### src/rtl/fetch_stage_pkg.sv
// Shared definitions for the instruction-fetch stage: default reset PC, bubble
// encoding and FSM state encodings.
package fetch_stage_pkg;

    localparam int unsigned DefWidth    = 32;
    localparam logic [31:0] DefResetPc  = 32'h0000_0000;
    localparam logic [31:0] DefNopInstr = 32'h0000_0000;  // sll $0,$0,0

    localparam logic [1:0] PcSrcNone   = 2'b00;
    localparam logic [1:0] PcSrcBranch = 2'b01;
    localparam logic [1:0] PcSrcJump   = 2'b10;

    typedef enum logic [1:0] {
        StFetch = 2'b00,
        StDrain = 2'b01,
        StHold  = 2'b10
    } fetch_state_e;

    // Jump takes priority over branch when both are flagged.
    function automatic logic is_jump(input logic [1:0] pc_src);
        return pc_src[1];
    endfunction

endpackage

### src/rtl/fetch_stage_if.sv
// Instruction-memory read port: request/address held stable until ready; data
// valid in the cycle ready is high (ready may arrive in the request cycle).
interface fetch_stage_if #(
    parameter int unsigned Width = 32
) ();

    logic             req;
    logic [Width-1:0] addr;
    logic [Width-1:0] rdata;
    logic             rdy;

    modport master (
        output req,
        output addr,
        input  rdata,
        input  rdy
    );

    modport slave (
        input  req,
        input  addr,
        output rdata,
        output rdy
    );

endinterface

### src/rtl/fetch_stage_if_id.sv
// IF/ID pipeline register: loads when enabled, synchronous clear inserts a bubble.
module fetch_stage_if_id #(
    parameter int unsigned      Width    = 32,
    parameter logic [Width-1:0] NopInstr = '0
) (
    input  logic             clk,
    input  logic             rst_n,
    input  logic             en,
    input  logic             clr,
    input  logic [Width-1:0] instr,
    input  logic [Width-1:0] pc_plus4,
    output logic [Width-1:0] instr_q,
    output logic [Width-1:0] pc_plus4_q
);

    always_ff @(posedge clk or negedge rst_n) begin
        if (!rst_n) begin
            instr_q    <= NopInstr;
            pc_plus4_q <= '0;
        end else if (en) begin
            if (clr) begin
                instr_q    <= NopInstr;
                pc_plus4_q <= '0;
            end else begin
                instr_q    <= instr;
                pc_plus4_q <= pc_plus4;
            end
        end
    end

endmodule

### src/rtl/fetch_stage.sv
// Instruction-fetch stage: PC register, imem read FSM, branch/jump redirect, IF/ID load.
// Optional macro FETCH_SKID_EN adds a one-entry skid buffer and the HOLD state.
module fetch_stage
    import fetch_stage_pkg::*;
#(
    parameter int unsigned      Width    = DefWidth,
    parameter logic [Width-1:0] ResetPc  = Width'(DefResetPc),
    parameter logic [Width-1:0] NopInstr = Width'(DefNopInstr)
) (
    input  logic             clk,
    input  logic             rst_n,
    input  logic             stall_f,
    input  logic             stall_d,
    input  logic [1:0]       pc_src_d,
    input  logic [Width-1:0] pc_branch_d,
    input  logic [Width-1:0] pc_jump_d,
    fetch_stage_if.master    imem,
    output logic [Width-1:0] pc_f,
    output logic [Width-1:0] instr_d,
    output logic [Width-1:0] pc_plus4_d,
    output logic             fetch_busy_f
);

    fetch_state_e     state_q, state_d;
    logic [Width-1:0] pc_q, pc_d;
    logic [Width-1:0] redir_pc_q, redir_pc_d;
    logic [Width-1:0] pc_plus4;
    logic [Width-1:0] target;
    logic [Width-1:0] deliver_instr;
    logic             started_q;
    logic             redirect;
    logic             deliver;
`ifdef FETCH_SKID_EN
    logic [Width-1:0] skid_q, skid_d;
`endif

    assign redirect = (pc_src_d != PcSrcNone) && !stall_d;
    assign target   = is_jump(pc_src_d) ? pc_jump_d : pc_branch_d;
    assign pc_plus4 = pc_q + Width'(4);
    assign pc_f     = pc_q;

    always_comb begin
        state_d       = state_q;
        pc_d          = pc_q;
        redir_pc_d    = redir_pc_q;
`ifdef FETCH_SKID_EN
        skid_d        = skid_q;
`endif
        imem.req      = 1'b0;
        imem.addr     = pc_q;
        deliver       = 1'b0;
        deliver_instr = imem.rdata;
        fetch_busy_f  = 1'b1;

        // No request is issued until the first clock edge after reset release.
        if (started_q) begin
            unique case (state_q)
                StFetch: begin
                    imem.req     = 1'b1;
                    fetch_busy_f = !imem.rdy;
                    if (redirect) begin
                        if (imem.rdy) begin
                            pc_d = target;
                        end else begin
                            redir_pc_d = target;
                            state_d    = StDrain;
                        end
                    end else if (imem.rdy && !stall_f) begin
                        deliver = 1'b1;
                        pc_d    = pc_plus4;
                    end
`ifdef FETCH_SKID_EN
                    else if (imem.rdy) begin
                        skid_d  = imem.rdata;
                        state_d = StHold;
                    end
`endif
                end
                // The outstanding read must complete before the new PC can be requested.
                StDrain: begin
                    imem.req = 1'b1;
                    if (imem.rdy) begin
                        pc_d    = redir_pc_q;
                        state_d = StFetch;
                    end
                end
`ifdef FETCH_SKID_EN
                StHold: begin
                    fetch_busy_f  = 1'b0;
                    deliver_instr = skid_q;
                    if (redirect) begin
                        pc_d    = target;
                        state_d = StFetch;
                    end else if (!stall_f) begin
                        deliver = 1'b1;
                        pc_d    = pc_plus4;
                        state_d = StFetch;
                    end
                end
`endif
                default: state_d = StFetch;
            endcase
        end
    end

    always_ff @(posedge clk or negedge rst_n) begin
        if (!rst_n) begin
            state_q    <= StFetch;
            pc_q       <= ResetPc;
            redir_pc_q <= '0;
            started_q  <= 1'b0;
`ifdef FETCH_SKID_EN
            skid_q     <= '0;
`endif
        end else begin
            state_q    <= state_d;
            pc_q       <= pc_d;
            redir_pc_q <= redir_pc_d;
            started_q  <= 1'b1;
`ifdef FETCH_SKID_EN
            skid_q     <= skid_d;
`endif
        end
    end

    fetch_stage_if_id #(
        .Width    (Width),
        .NopInstr (NopInstr)
    ) u_if_id (
        .clk        (clk),
        .rst_n      (rst_n),
        .en         (!stall_d),
        .clr        (redirect || !deliver),
        .instr      (deliver_instr),
        .pc_plus4   (pc_plus4),
        .instr_q    (instr_d),
        .pc_plus4_q (pc_plus4_d)
    );

`ifndef SYNTHESIS
    // Decode only holds bubbles while draining, so no branch can resolve here.
    drain_no_redirect: assert property (@(posedge clk) disable iff (!rst_n)
        (state_q == StDrain) |-> !redirect)
        else $error("redirect observed while draining");
`endif

endmodule
### src/flat_wrapper.sv
// flat-port wrapper written by rule: the top's interface ports become plain ports
module fetch_stage_flat import fetch_stage_pkg::*;
#(
    parameter int unsigned      Width    = DefWidth,
    parameter logic [Width-1:0] ResetPc  = Width'(DefResetPc),
    parameter logic [Width-1:0] NopInstr = Width'(DefNopInstr)
)
  (clk, rst_n, stall_f, stall_d, pc_src_d, pc_branch_d, pc_jump_d, pc_f, instr_d, pc_plus4_d, fetch_busy_f, imem_req, imem_addr, imem_rdata, imem_rdy);
  fetch_stage_if #(.Width(Width)) imem_i ();
  input  logic clk;
  input  logic rst_n;
  input  logic stall_f;
  input  logic stall_d;
  input  logic [1:0] pc_src_d;
  input  logic [Width-1:0] pc_branch_d;
  input  logic [Width-1:0] pc_jump_d;
  output logic [Width-1:0] pc_f;
  output logic [Width-1:0] instr_d;
  output logic [Width-1:0] pc_plus4_d;
  output logic fetch_busy_f;
  output wire logic [$bits(imem_i.req)-1:0] imem_req;
  output wire logic [$bits(imem_i.addr)-1:0] imem_addr;
  input wire logic [$bits(imem_i.rdata)-1:0] imem_rdata;
  input wire logic [$bits(imem_i.rdy)-1:0] imem_rdy;
  assign imem_req = imem_i.req;
  assign imem_addr = imem_i.addr;
  assign imem_i.rdata = imem_rdata;
  assign imem_i.rdy = imem_rdy;
  fetch_stage #(.Width(Width), .ResetPc(ResetPc), .NopInstr(NopInstr)) u_core (.clk(clk), .rst_n(rst_n), .stall_f(stall_f), .stall_d(stall_d), .pc_src_d(pc_src_d), .pc_branch_d(pc_branch_d), .pc_jump_d(pc_jump_d), .imem(imem_i), .pc_f(pc_f), .instr_d(instr_d), .pc_plus4_d(pc_plus4_d), .fetch_busy_f(fetch_busy_f));
endmodule
### config.mk
export PLATFORM = sky130hd
export DESIGN_NAME = fetch_stage_flat
export DESIGN_NICKNAME = d
export VERILOG_FILES = /design/src/rtl/fetch_stage_pkg.sv /design/src/rtl/fetch_stage_if.sv /design/src/rtl/fetch_stage_if_id.sv /design/src/rtl/fetch_stage.sv /design/src/flat_wrapper.sv
export SDC_FILE = /design/constraint.sdc
export NUM_CORES = 1
export LEC_CHECK = 0
export ABC_AREA = 0
export CAP_MARGIN = 5
export CORE_MARGIN = 2
export CORE_UTILIZATION = 30
export DETAILED_ROUTE_END_ITERATION = 6
export GPL_ROUTABILITY_DRIVEN = 0
export PLACE_DENSITY_LB_ADDON = 0.05
export SETUP_SLACK_MARGIN = 0.3
export SLEW_MARGIN = 20
export SYNTH_ARGS = -nofsm -noshare
export SYNTH_HDL_FRONTEND = slang
export SYNTH_SLANG_ARGS = --single-unit
### constraint.sdc
create_clock -name clk -period 2 [get_ports clk]
set_input_delay 0.4 -clock clk [delete_from_list [all_inputs] [get_ports clk]]
set_output_delay 0.4 -clock clk [all_outputs]
set_load 0.05 [all_outputs]
# After elaboration in Yosys (flattened, before gate mapping)
# Cells that the tools add are included.
# totals
register_bits	131
input_bits	103
# classes
addsub	1
n_eq_ne	6
muxes	20
bitwise	1
reduce_logical	14
# ops
op	n
2-to-1 mux 32 bit	7
case mux 32 bit (2 select lines)	1
adder 32 x 3 -> 32 bit, second input constant	1
2-to-1 mux 1 bit	8
AND reduction 4 bit	2
2-to-1 mux 2 bit	3
AND reduction 5 bit	1
logical NOT 1 bit	4
inequality test 2 bit, second input constant	2
case mux 2 bit (2 select lines)	1
nonzero test 2 bit	2
inequality test 3 x 1 -> 1 bit, second input constant	1
inequality test 3 bit, second input constant	1
equality test 2 x 1 -> 1 bit, second input constant	1
logical AND 1 bit	2
logical NOT 2 bit	1
inequality test 2 x 1 -> 1 bit, second input constant	1
OR reduction 2 bit	1
logical OR 1 bit	1
NOT 1 bit	1

# Depth between registers and ports, before layout
# Gate-level depths: netlist of the first run.
# logic_depth
word_depth	9
ltp_mapped	8
mapped_depth_nobuf	6

# Modules after synthesis
# From an unflattened synthesis of the first run, not the netlist that was laid out.
# hier_totals
hier_cells	757
area_unflattened_um2	7073.0
# by_module_without_submodules
mod	n_inst	cells_per_inst	area_each_um2	seq_area_each_um2
fetch_stage	1	481	4299.1	1651.6
fetch_stage_if_id	1	276	2773.9	1601.5

# Least setup slack after synthesis of the first run
# OpenSTA, ideal clock, no wires.
# synth_timing
kind	register to register
start	reg u_core.pc_q[2] (netlist: u_core.imem.addr[2])
end	reg u_core.pc_q[16] (netlist: u_core.imem.addr[16])
setup_time_ns	0.121
arrival_time_ns	2.116
t_required_ns	1.879
slack_ns	-0.237
path_stages_with_launch	7
n_path_buf	0
path_cell_list	dfrtp_1 > ha_1 > nand3_1 > nor4_4 > nor3b_2 > a31oi_1 > o22a_1
# synth_via
elab_chain_cells	4
# synth_lines
element	line	text
start, declared	fetch_stage.sv:25	logic [Width-1:0] pc_q, pc_d;
start signal, assigned	fetch_stage.sv:109	pc_q <= ResetPc;
start signal, assigned	fetch_stage.sv:117	pc_q <= pc_d;
adder 32 x 3 -> 32 bit	fetch_stage.sv:39	assign pc_plus4 = pc_q + Width'(4);
2-to-1 mux 32 bit	fetch_stage.sv:68	end else if (imem.rdy && !stall_f) begin
2-to-1 mux 32 bit	fetch_stage.sv:61	if (redirect) begin
case mux 32 bit (2 select lines)	fetch_stage.sv:57	unique case (state_q)
# No other way between the ends. The select of a mux whose other input is x is not followed.
# A chain may end at the register's enable or synchronous reset.

# Final worst setup path of the first run
# layout_timing
start	reg u_core.pc_q[2] (netlist: u_core.imem.addr[2])
end	reg u_core.pc_q[28] (netlist: u_core.imem.addr[28])
# The elaborated chain is that of the path after synthesis.

==> flow_summary.json, run 1 <==
{
  "clock.fmax_ghz": 0.5797,
  "dpl_worst_slack_ns": -0.1694,
  "p_leak_nw": 4.901,
  "cpMaxStageDelayCell": "dfrtp_2",
  "grt_usage": 0.1921,
  "h-tree-depth": 4,
  "cp.required_ns": 2.35,
  "cts-root-buf": "clkbuf_16",
  "power_density_mw_per_mm2": 1100,
  "end_kind": "flop",
  "synth_nets": 806,
  "hold_ws_ns": 0.4720,
  "min_period_ns": 1.725,
  "netlist_area_sq_mm": 0.006753,
  "synth_compound_area_frac": 0.2084,
  "initial_core_util": 0.3075,
  "synth_largest_area_cell": "dfrtp_1",
  "synth_top_cell_area_share": 0.4817,
  "rows": 54,
  "maxSlewHeadroom": 0.6497,
  "synth_xor_area_frac": 0.03632,
  "grt_pass1_vias": 6262,
  "grt_setup_unrepaired": "yes",
  "yosysWarnings": 0,
  "synth_top_cells_by_area": "dfrtp_1 48%, a22o_1 5.4%, mux2i_1 4.7%, o21ai_0 4.4%, a21oi_1 3.9%",
  "ys_types": 61,
  "top_level_ports": 233,
  "run_status": "finished, final reports clean",
  "worstSetupPathType": "reg2reg",
  "postSynthCellCount": 702,
  "yosysSeqAreaShare": 0.4817,
  "grt_max_degree": 50,
  "drt_iter0_markers": 333,
  "worst_setup_path_start_kind": "flop",
  "cts_max_path_buffers": 2,
  "insertion_delay_ns": 0.42,
  "worstPathCellList": "ha_4 > nand3_4 > nor2_4 > nand4_1 > mux2_4 > nor2_2",
  "min_period_over_period": 0.8625,
  "crit_path_max_incr_delay_ns": 0.42,
  "drt_pass1_iterations": 4,
  "vias": 6465,
  "vias_per_cell": 5.004,
  "overflow": 0,
  "fillCellCount": 2060,
  "antenna_left": 0,
  "die_area_sq_mm": 0.02373,
  "syn_avg_cell_area_sq_um": 9.619,
  "worst_slack_ns": 0.2750,
  "cp_max_fo": 7,
  "synth-seq-cells": 130,
  "hold_class": "in2reg",
  "hold_violations": 0,
  "drc_errors": 0,
  "slew_viol_final": 0,
  "finalSetupViolations": 0,
  "yosys.area_share.simple": 0.1493,
  "die_h_um": 154.0,
  "core_sq_mm": 0.02196,
  "synth_fa_ha_area_frac": 0.001853,
  "worst_pin_slew_ns": 0.5255,
  "peakVddDrop_mv": 0.4457,
  "die_w_um": 154.0,
  "yosys_most_used_dff": "dfrtp_1",
  "portBuffers": 232,
  "fin_nets": 1103,
  "cts_buffers": 17,
  "synth_edf_count": 0,
  "maxCapViolCount": 0,
  "power_mw": 12.00,
  "grt_first_pass_wirelength_mm": 35.58,
  "synthArstFlopShare": 1.000,
  "drive_gt1_frac": 0.3794,
  "synth_top_family_by_area": "compound AO/OA/AOI/OAI gates",
  "cts_tree": "done",
  "cts.sinks": 130,
  "avgRoutedWirePerCell_um": 18.40,
  "clk_pin_slew_ns": 0.06,
  "muxShareOfSynthArea": 0.04910,
  "n_antenna_cell": 0,
  "crit_arrival_ns": 2.08,
  "area_growth_pct": 61.57,
  "wirelength_mm": 23.77,
  "skew_ns": 0.01175,
  "antenna_found_initial": 0,
  "dp_hpwl_mm": 16.83
}
==> repair_timing <==
| item | CTS | global route |
|---|---|---|
| hold endpoints to repair | 46 | 0 |
| buffers inserted | 29 | 18 |
| gates cloned | 0 | 6 |
| hold buffers | 1 | 0 |
| pin swaps | 8 | 13 |
| endpoints found under the setup margin | 83 | 134 |
| gates resized for setup | 92 | 107 |
==> cells in the mapped netlist (3+ instances only) <==
cell type,count
dfrtp_1,130
nor2_1,68
nand2_1,67
o21ai_0,60
a21oi_1,53
a22o_1,42
buf_4,32
mux2i_1,32
buf_2,25
clkbuf_1,19
nand3_1,18
xnor2_1,15
xor2_1,13
inv_1,10
a2bb2oi_1,8
a31oi_1,8
nor4_1,7
and3_1,6
nand4_1,5
nor3_1,5
o21ai_1,5
o22a_1,5
a221oi_1,4
a22oi_1,4
nor2b_1,4
o22ai_1,4
a21o_1,3
a41oi_1,3
nor4_4,3
o221ai_1,3
o31ai_1,3
==> worst paths after layout <==
check / cells after the start / startpoint / endpoint / slack [ns]
worst max-delay path: 6 / u_core.imem.addr[2] / u_core.imem.addr[28] / 0.28
worst min-delay path: 3 / pc_src_d[1] / u_core.redir_pc_q[31] / 0.47
worst max register to register: 6 / u_core.imem.addr[2] / u_core.imem.addr[28] / 0.28
worst min register to register: 2 / u_core.u_if_id.pc_plus4_q[10] / u_core.u_if_id.pc_plus4_q[10] / 0.49
max in group asynchronous: 3 / rst_n / u_core.state_q[0] / 0.84
min in group asynchronous: 2 / rst_n / u_core.u_if_id.pc_plus4_q[13] / 0.52
==> cells in the final DEF, fill, tap and decap left out, types with 5 or more instances in the layout <==
cell type        synthesis  final
mux2i_1                 32     32
clkdlybuf4s15_1          0     14
a2bb2oi_1                8      8
nor2_4                   0     14
clkbuf_2                 1     20
nand3_2                  1      5
nand2_1                 67     65
clkdlybuf4s50_1          0     97
inv_1                   10     10
o22a_1                   5      5
a21oi_2                  0     19
nor2_2                   1     13
a31oi_1                  8      8
clkbuf_16                0     20
nand3_1                 18     12
o21ai_1                  5     23
and3_1                   6      5
buf_12                   0     12
nor4_4                   3      6
dfrtp_2                  0     26
a22o_1                  42     42
dfrtp_1                130    103
buf_4                   32    191
xor2_1                  13     13
xnor2_1                 15     14
a21oi_1                 53     34
nor2_1                  68     42
o21ai_0                 60     41
buf_6                    0      8
nand4_1                  5      5
==> cells by family after synthesis <==
logic type,count (synthesis)
DFF,130
xor gates and xnor gates,28
buffers and inverters,90
adders and majority gates,1
and+or+nand+nor,203
AOI/OAI and AO/OA,216
muxes,33
other,1
==> critical path: cells and delay by family (launching register included) <==
kind	cells	cell delay (ns)
mux	1	0.36
flops	1	0.42
simple gates	4	0.69
fa+ha+maj	1	0.19
==> area by class of cell <==
type,instances,area (sq um),share of cell area
well taps,280,350.3,0.03211
multi-input cells,482,3417,0.3132
flip-flops and latches,130,3289,0.3015
clock inverters,12,155.1,0.01422
inverters,11,46.29,0.004243
repair buffers,357,3186,0.2920
clock buffers,20,466.7,0.04278
==> metrics by stage <==
step / instance area, sq um / instances / utilization / TNS (ns)
floorplan: 6914 / 702 / - / 0
global placement: 9550 / 1206 / 0.4349 / -2.949
detailed placement: 9550 / 1206 / 0.4349 / -4.867
CTS: 10480 / 1268 / 0.4771 / 0
global route: 10910 / 1292 / 0.4969 / 0
finish: 10910 / 1292 / 0.4969 / 0
==> sequential cells by signal, summed over array words and instances (netlist names) <==
signal                     count
u_core.imem.addr              32
u_core.redir_pc_q             32
u_core.u_if_id.instr_q        32
u_core.u_if_id.pc_plus4_q     32
u_core.started_q               1
u_core.state_q                 1
==> layer usage <==
metal  up-vias  GRT usage  wire, um
met1      3100     0.2765     11300
met3        18    0.03269      1240
li1       3101          -         -
met4         0    0.06097       267
met2       246     0.2945     10960
met5         -          0         0
==> where the power goes <==
part | internal (mW) | switching, mW | total, mW
Clock | 2.06 | 1.21 | 3.27
Sequential | 3.08 | 0.481 | 3.56
Combinational | 1.97 | 3.20 | 5.17
Note: power is estimated with default switching activity, not from simulation.
==> inputs of run 2 (changes only) <==
GPL_TIMING_DRIVEN = 0   (was default)
PLACE_DENSITY_LB_ADDON = 0.3   (was 0.05)
SYNTH_HIERARCHICAL = 1   (was default)
==> flow_summary.json, run 2 <==
{
  "fillCellCount": 2148,
  "portBuffers": 231,
  "end_kind": "flop",
  "synth_edf_count": 0,
  "hold_class": "in2reg",
  "synth_top_cells_by_area": "dfrtp_1 46%, nand3b_1 6.9%, o21ai_0 5.2%, buf_4 4.1%, inv_1 3.8%",
  "cts.sinks": 130,
  "path_buf_inv": 1,
  "synth_top_cell_area_share": 0.4599,
  "ys_types": 53,
  "peakVddDrop_mv": 0.5143,
  "maxCapViolCount": 0,
  "synth_nets": 861,
  "dp_hpwl_mm": 16.74,
  "worstPathCellList": "ha_4 > nand2_4 > nor4_4 > buf_6 > nand4_1 > o31a_1 > o22ai_2",
  "yosysSeqAreaShare": 0.4599,
  "worstSetupPathType": "reg2reg",
  "overflow": 0,
  "crit_arrival_ns": 2.30,
  "die_h_um": 157.5,
  "cp.required_ns": 2.34,
  "cp_top_family": "simple AND/OR/NAND/NOR gates",
  "mostFrequentLayoutCells": "100 x dfrtp_1, 97 x clkdlybuf4s50_1, 86 x buf_4",
  "grt_setup_unrepaired": "yes",
  "synth-seq-cells": 130,
  "grt_first_pass_wirelength_mm": 37.98,
  "vias_per_cell": 4.934,
  "grt_pass1_vias": 6671,
  "syn_avg_cell_area_sq_um": 9.344,
  "layout_commonest_cell": "dfrtp_1",
  "vias": 7046,
  "clk_pin_slew_ns": 0.06,
  "synth_common_cells": "130 x dfrtp_1, 74 x o21ai_0, 72 x inv_1, 65 x nand3b_1, 48 x nor2_1",
  "grt_usage": 0.1999,
  "drc_errors": 0,
  "h-tree-depth": 4,
  "yosys_most_used_dff": "dfrtp_1",
  "multiInputGateArea_sq_mm": 0.003555,
  "run_status": "finished, final reports clean",
  "power_density_mw_per_mm2": 1047,
  "slew_viol_final": 0,
  "clock.fmax_ghz": 0.5114,
  "drive_gt1_frac": 0.4184,
  "n_antenna_cell": 0,
  "final_cells": 1428,
  "synth_largest_area_cell": "dfrtp_1",
  "synth.most_common_cell": "dfrtp_1",
  "cts-root-buf": "clkbuf_16",
  "cp_max_fo": 6,
  "fin_nets": 1200,
  "postSynthCellCount": 757,
  "initial_core_util": 0.3031,
  "die_area_sq_mm": 0.02482,
  "min_period_over_period": 0.9778,
  "insertion_delay_ns": 0.42,
  "netlist_area_sq_mm": 0.007073,
  "grt_max_degree": 92,
  "top_level_ports": 233,
  "cts_max_path_buffers": 2,
  "skew_ns": 0.008596,
  "place_inst": 1308,
  "crit_path_max_incr_delay_ns": 0.41,
  "cts_buffers": 17,
  "drt_iter0_markers": 647,
  "synthArstFlopShare": 1.000,
  "hold_violations": 0,
  "core_sq_mm": 0.02333,
  "min_period_ns": 1.956,
  "drt_pass1_iterations": 6,
  "antenna_found_initial": 0,
  "wirelength_mm": 25.74,
  "avgRoutedWirePerCell_um": 18.02,
  "die_w_um": 157.5,
  "cpMaxStageDelayCell": "dfrtp_2",
  "area_growth_pct": 67.47,
  "finalSetupViolations": 0,
  "final_core_util": 0.5077,
  "p_leak_nw": 5.107,
  "cts_tree": "done",
  "worst_setup_path_start_kind": "flop",
  "rows": 56,
  "register_area_sq_mm": 0.003291,
  "yosysWarnings": 6,
  "antenna_left": 0
}
## run 2: cell types whose count changed after synthesis, moves of 14 or more
cell      previous run  this run
inv_1               10        72
nand3b_1             2        65
a22o_1              42         1
mux2_2               1        16
nor2_1              68        48
o21ai_1              5        31
nand2_1             67        38
o21ai_0             60        74
## run 2: layout make-up
cell class,instances,area share
Buffer,85,0.06370
Clock buffer,18,0.03708
Clock inverter,14,0.01511
Inverter,72,0.02387
Multi-Input combinational cell,471,0.3001
Sequential cell,130,0.2778
Tap cell,319,0.03370
Timing Repair Buffer,319,0.2487
## run 2: per-layer routing
layer | track usage | routed length (um) | up-vias
met5 | 0 | 0 | -
met4 | 0.06234 | 477 | 0
met3 | 0.04047 | 1603 | 35
met2 | 0.3175 | 12370 | 328
met1 | 0.2735 | 11290 | 3391
li1 | - | - | 3292
## run 2: final timing paths
| check | start | end | slack (ns) | depth (start not counted) |
|---|---|---|---|---|
| max | u_core/imem.addr[3] | u_core/imem.addr[28] | 0.04 | 7 |
| min | pc_src_d[1] | u_core/redir_pc_q[25] | 0.40 | 3 |
| max reg2reg | u_core/imem.addr[3] | u_core/imem.addr[28] | 0.04 | 7 |
| min reg2reg | u_core/u_if_id/instr_q[13] | u_core/u_if_id/instr_q[13] | 0.51 | 2 |
| max in group asynchronous | rst_n | u_core/imem.addr[2] | 0.76 | 3 |
| min in group asynchronous | rst_n | u_core/u_if_id/pc_plus4_q[12] | 0.46 | 2 |
## run 2: cell families after synthesis
family / share of synthesized area
fa+ha+maj: 0.001769
mux: 0.05944
simple gates: 0.1656
flops: 0.4599
other cells: 0.0005302
buf+inv: 0.1107
xor+xnor: 0.03467
compound gates: 0.1673
## run 2: worst min-delay path, stage by stage
cell and delay (ns):
buf_12 0.10, mux2i_1 0.14, a21oi_2 0.16
## run 2: through the flow
step / power (mW) / setup WS [ns] / TNS, ns / instance area, sq um / hold WS (ns)
3_3_place_gp: 8.432 / -5.550 / -715.70 / 9930 / 0.4903
5_1_grt: 12.95 / -0.04669 / -0.08848 / 11850 / 0.4173
2_1_floorplan: 6.736 / -0.06371 / -0.1829 / 7218 / 0.1044
6_report: 12.40 / 0.04442 / 0 / 11850 / 0.4023
3_5_place_dp: 8.486 / -0.6523 / -58.41 / 9962 / 0.3068
4_1_cts: 11.86 / 0.1416 / 0 / 11400 / 0.3594
## run 2: repair_timing
action                     4_1_cts  5_1_grt
gates cloned                    12        1
hold endpoints to repair        39        0
resized for setup              552      239
hold buffers                     1        0
pin swaps                       23       20
buffers inserted                50       24
setup endpoints to repair      259      201
## run 2: where the power goes
part	total (mW)	leakage [nW]	switching, mW	internal (mW)
registers	3.75	1.63	0.633	3.12
clock network	3.29	0.294	1.28	2.01
logic	5.36	3.19	3.24	2.12
total	12.4	5.11	5.15	7.25
==> inputs of run 3 (changes only) <==
CORE_MARGIN = 1   (was 2)
==> flow_summary.json, run 3 (synthesis gave the netlist of run 2 again) <==
{
  "run_status": "finished, final reports clean",
  "crit_arrival_ns": 2.18,
  "maxCapViolCount": 0,
  "crit_path_max_incr_delay_ns": 0.49,
  "clk_pin_slew_ns": 0.06,
  "p_leak_nw": 5.090,
  "initial_core_util": 0.3096,
  "cts-root-buf": "clkbuf_16",
  "avgRoutedWirePerCell_um": 17.97,
  "fin_nets": 1198,
  "antenna_left": 0,
  "cts_tree": "done",
  "h-tree-depth": 4,
  "power_mw": 12.77,
  "dp_hpwl_mm": 16.62,
  "vias": 7024,
  "multiInputGateArea_sq_mm": 0.003687,
  "mostFrequentLayoutCells": "108 x buf_4, 101 x dfrtp_1, 96 x clkdlybuf4s50_1",
  "cp.required_ns": 2.35,
  "vias_per_cell": 4.943,
  "fillCellCount": 2089,
  "core_sq_mm": 0.02285,
  "worst_setup_path_start_kind": "flop",
  "worst_slack_ns": 0.1631,
  "peakVddDrop_mv": 0.6727,
  "worst_pin_slew_ns": 0.5456,
  "die_w_um": 155.5,
  "drive_gt1_frac": 0.4155,
  "cpMaxStageDelayCell": "or4_1",
  "clock.fmax_ghz": 0.5444,
  "grt_pass1_vias": 6717,
  "grt_first_pass_wirelength_mm": 37.43,
  "die_h_um": 155.5,
  "grt_usage": 0.2021,
  "power_density_mw_per_mm2": 1085,
  "place_area_sq_mm": 0.009955,
  "cp_max_fo": 6,
  "worstSetupPathType": "reg2reg",
  "min_period_over_period": 0.9185,
  "final.setup.tns_ns": 0,
  "top_level_ports": 233,
  "dpl_worst_slack_ns": -0.6367,
  "drt_iter0_markers": 522,
  "hold_ws_ns": 0.4275,
  "end_kind": "flop",
  "cts_max_path_buffers": 2,
  "hold_violations": 0,
  "grt_setup_unrepaired": "yes",
  "min_period_ns": 1.837,
  "cts_buffers": 17,
  "maxSlewHeadroom": 0.6363,
  "layout_commonest_cell": "buf_4",
  "die_area_sq_mm": 0.02419,
  "overflow": 0,
  "drt_pass1_iterations": 5,
  "drc_errors": 0,
  "hold_class": "in2reg",
  "register_area_sq_mm": 0.003289,
  "slew_viol_final": 0,
  "wirelength_mm": 25.54,
  "antenna_found_initial": 1,
  "portBuffers": 231,
  "cts.sinks": 130,
  "skew_ns": 0.01206,
  "insertion_delay_ns": 0.42,
  "area_growth_pct": 66.37,
  "finalSetupViolations": 0,
  "grt_max_degree": 79,
  "worstPathCellList": "ha_4 > nand2_4 > nor4_4 > buf_6 > nand4_4 > or4_1 > nand3_1",
  "design_area_sq_mm": 0.01177,
  "rows": 55
}
run 3: layout make-up:
type                            instances  area share
Antenna cell                            1   0.0002127
Clock inverter                         12     0.01946
Sequential cell                       130      0.2795
Multi-Input combinational cell        473      0.3133
Timing Repair Buffer                  315      0.2315
Clock buffer                           20     0.03796
Tap cell                              313     0.03328
Buffer                                 85     0.06071
Inverter                               72     0.02403
run 3: where the power goes:
part | switching (mW) | total [mW] | internal (mW)
Clock | 1.23 | 3.61 | 2.38
Sequential | 0.636 | 3.75 | 3.12
Combinational | 3.27 | 5.41 | 2.13
run 3: layer usage:
| layer | global-route usage | part of all wire | vias to the layer above | routed length (um) |
|---|---|---|---|---|
| met4 | 0.08450 | 0.025 | 0 | 629 |
| met3 | 0.03000 | 0.058 | 46 | 1479 |
| li1 | - | - | 3280 | - |
| met2 | 0.3231 | 0.48 | 310 | 12210 |
| met1 | 0.2727 | 0.44 | 3388 | 11220 |
| met5 | 0 | 0 | - | 0 |
run 3: what timing repair did:
action / 4_1_cts / 5_1_grt
setup endpoints to repair: 258 / 186
hold buffers: 1 / 0
hold endpoints to repair: 52 / 0
setup buffers: 42 / 32
cloned: 9 / 2
gates resized for setup: 549 / 224
pin swaps: 24 / 25
run 3: path summary, 6_finish.rpt:
path / startpoint / to / slack, ns / depth (start not counted)
max in group asynchronous: rst_n / u_core/imem.addr[4] / 0.74 / 3
hold reg to reg: u_core/u_if_id/instr_q[5] / u_core/u_if_id/instr_q[5] / 0.51 / 2
setup / recovery: u_core/imem.addr[3] / u_core/imem.addr[24] / 0.16 / 7
min in group asynchronous: rst_n / u_core/u_if_id/pc_plus4_q[11] / 0.50 / 2
hold / removal: pc_src_d[1] / u_core/redir_pc_q[27] / 0.43 / 3
setup reg to reg: u_core/imem.addr[3] / u_core/imem.addr[24] / 0.16 / 7
run 3: per-stage QoR:
| stage | cells | util |
|---|---|---|
| 6_report | 1421 | 0.5151 |
| 5_1_grt | 1420 | 0.5150 |
| 4_1_cts | 1386 | 0.4938 |
| 3_5_place_dp | 1302 | 0.4357 |
| 3_3_place_gp | 1301 | 0.4343 |
| 2_1_floorplan | 757 | - |
run 3: worst max-delay path, delay by kind of cell (launching register included):
kind	cells	cell delay [ns]
flops	1	0.41
buf+inv	1	0.19
fa+ha+maj	1	0.20
simple gates	5	0.97
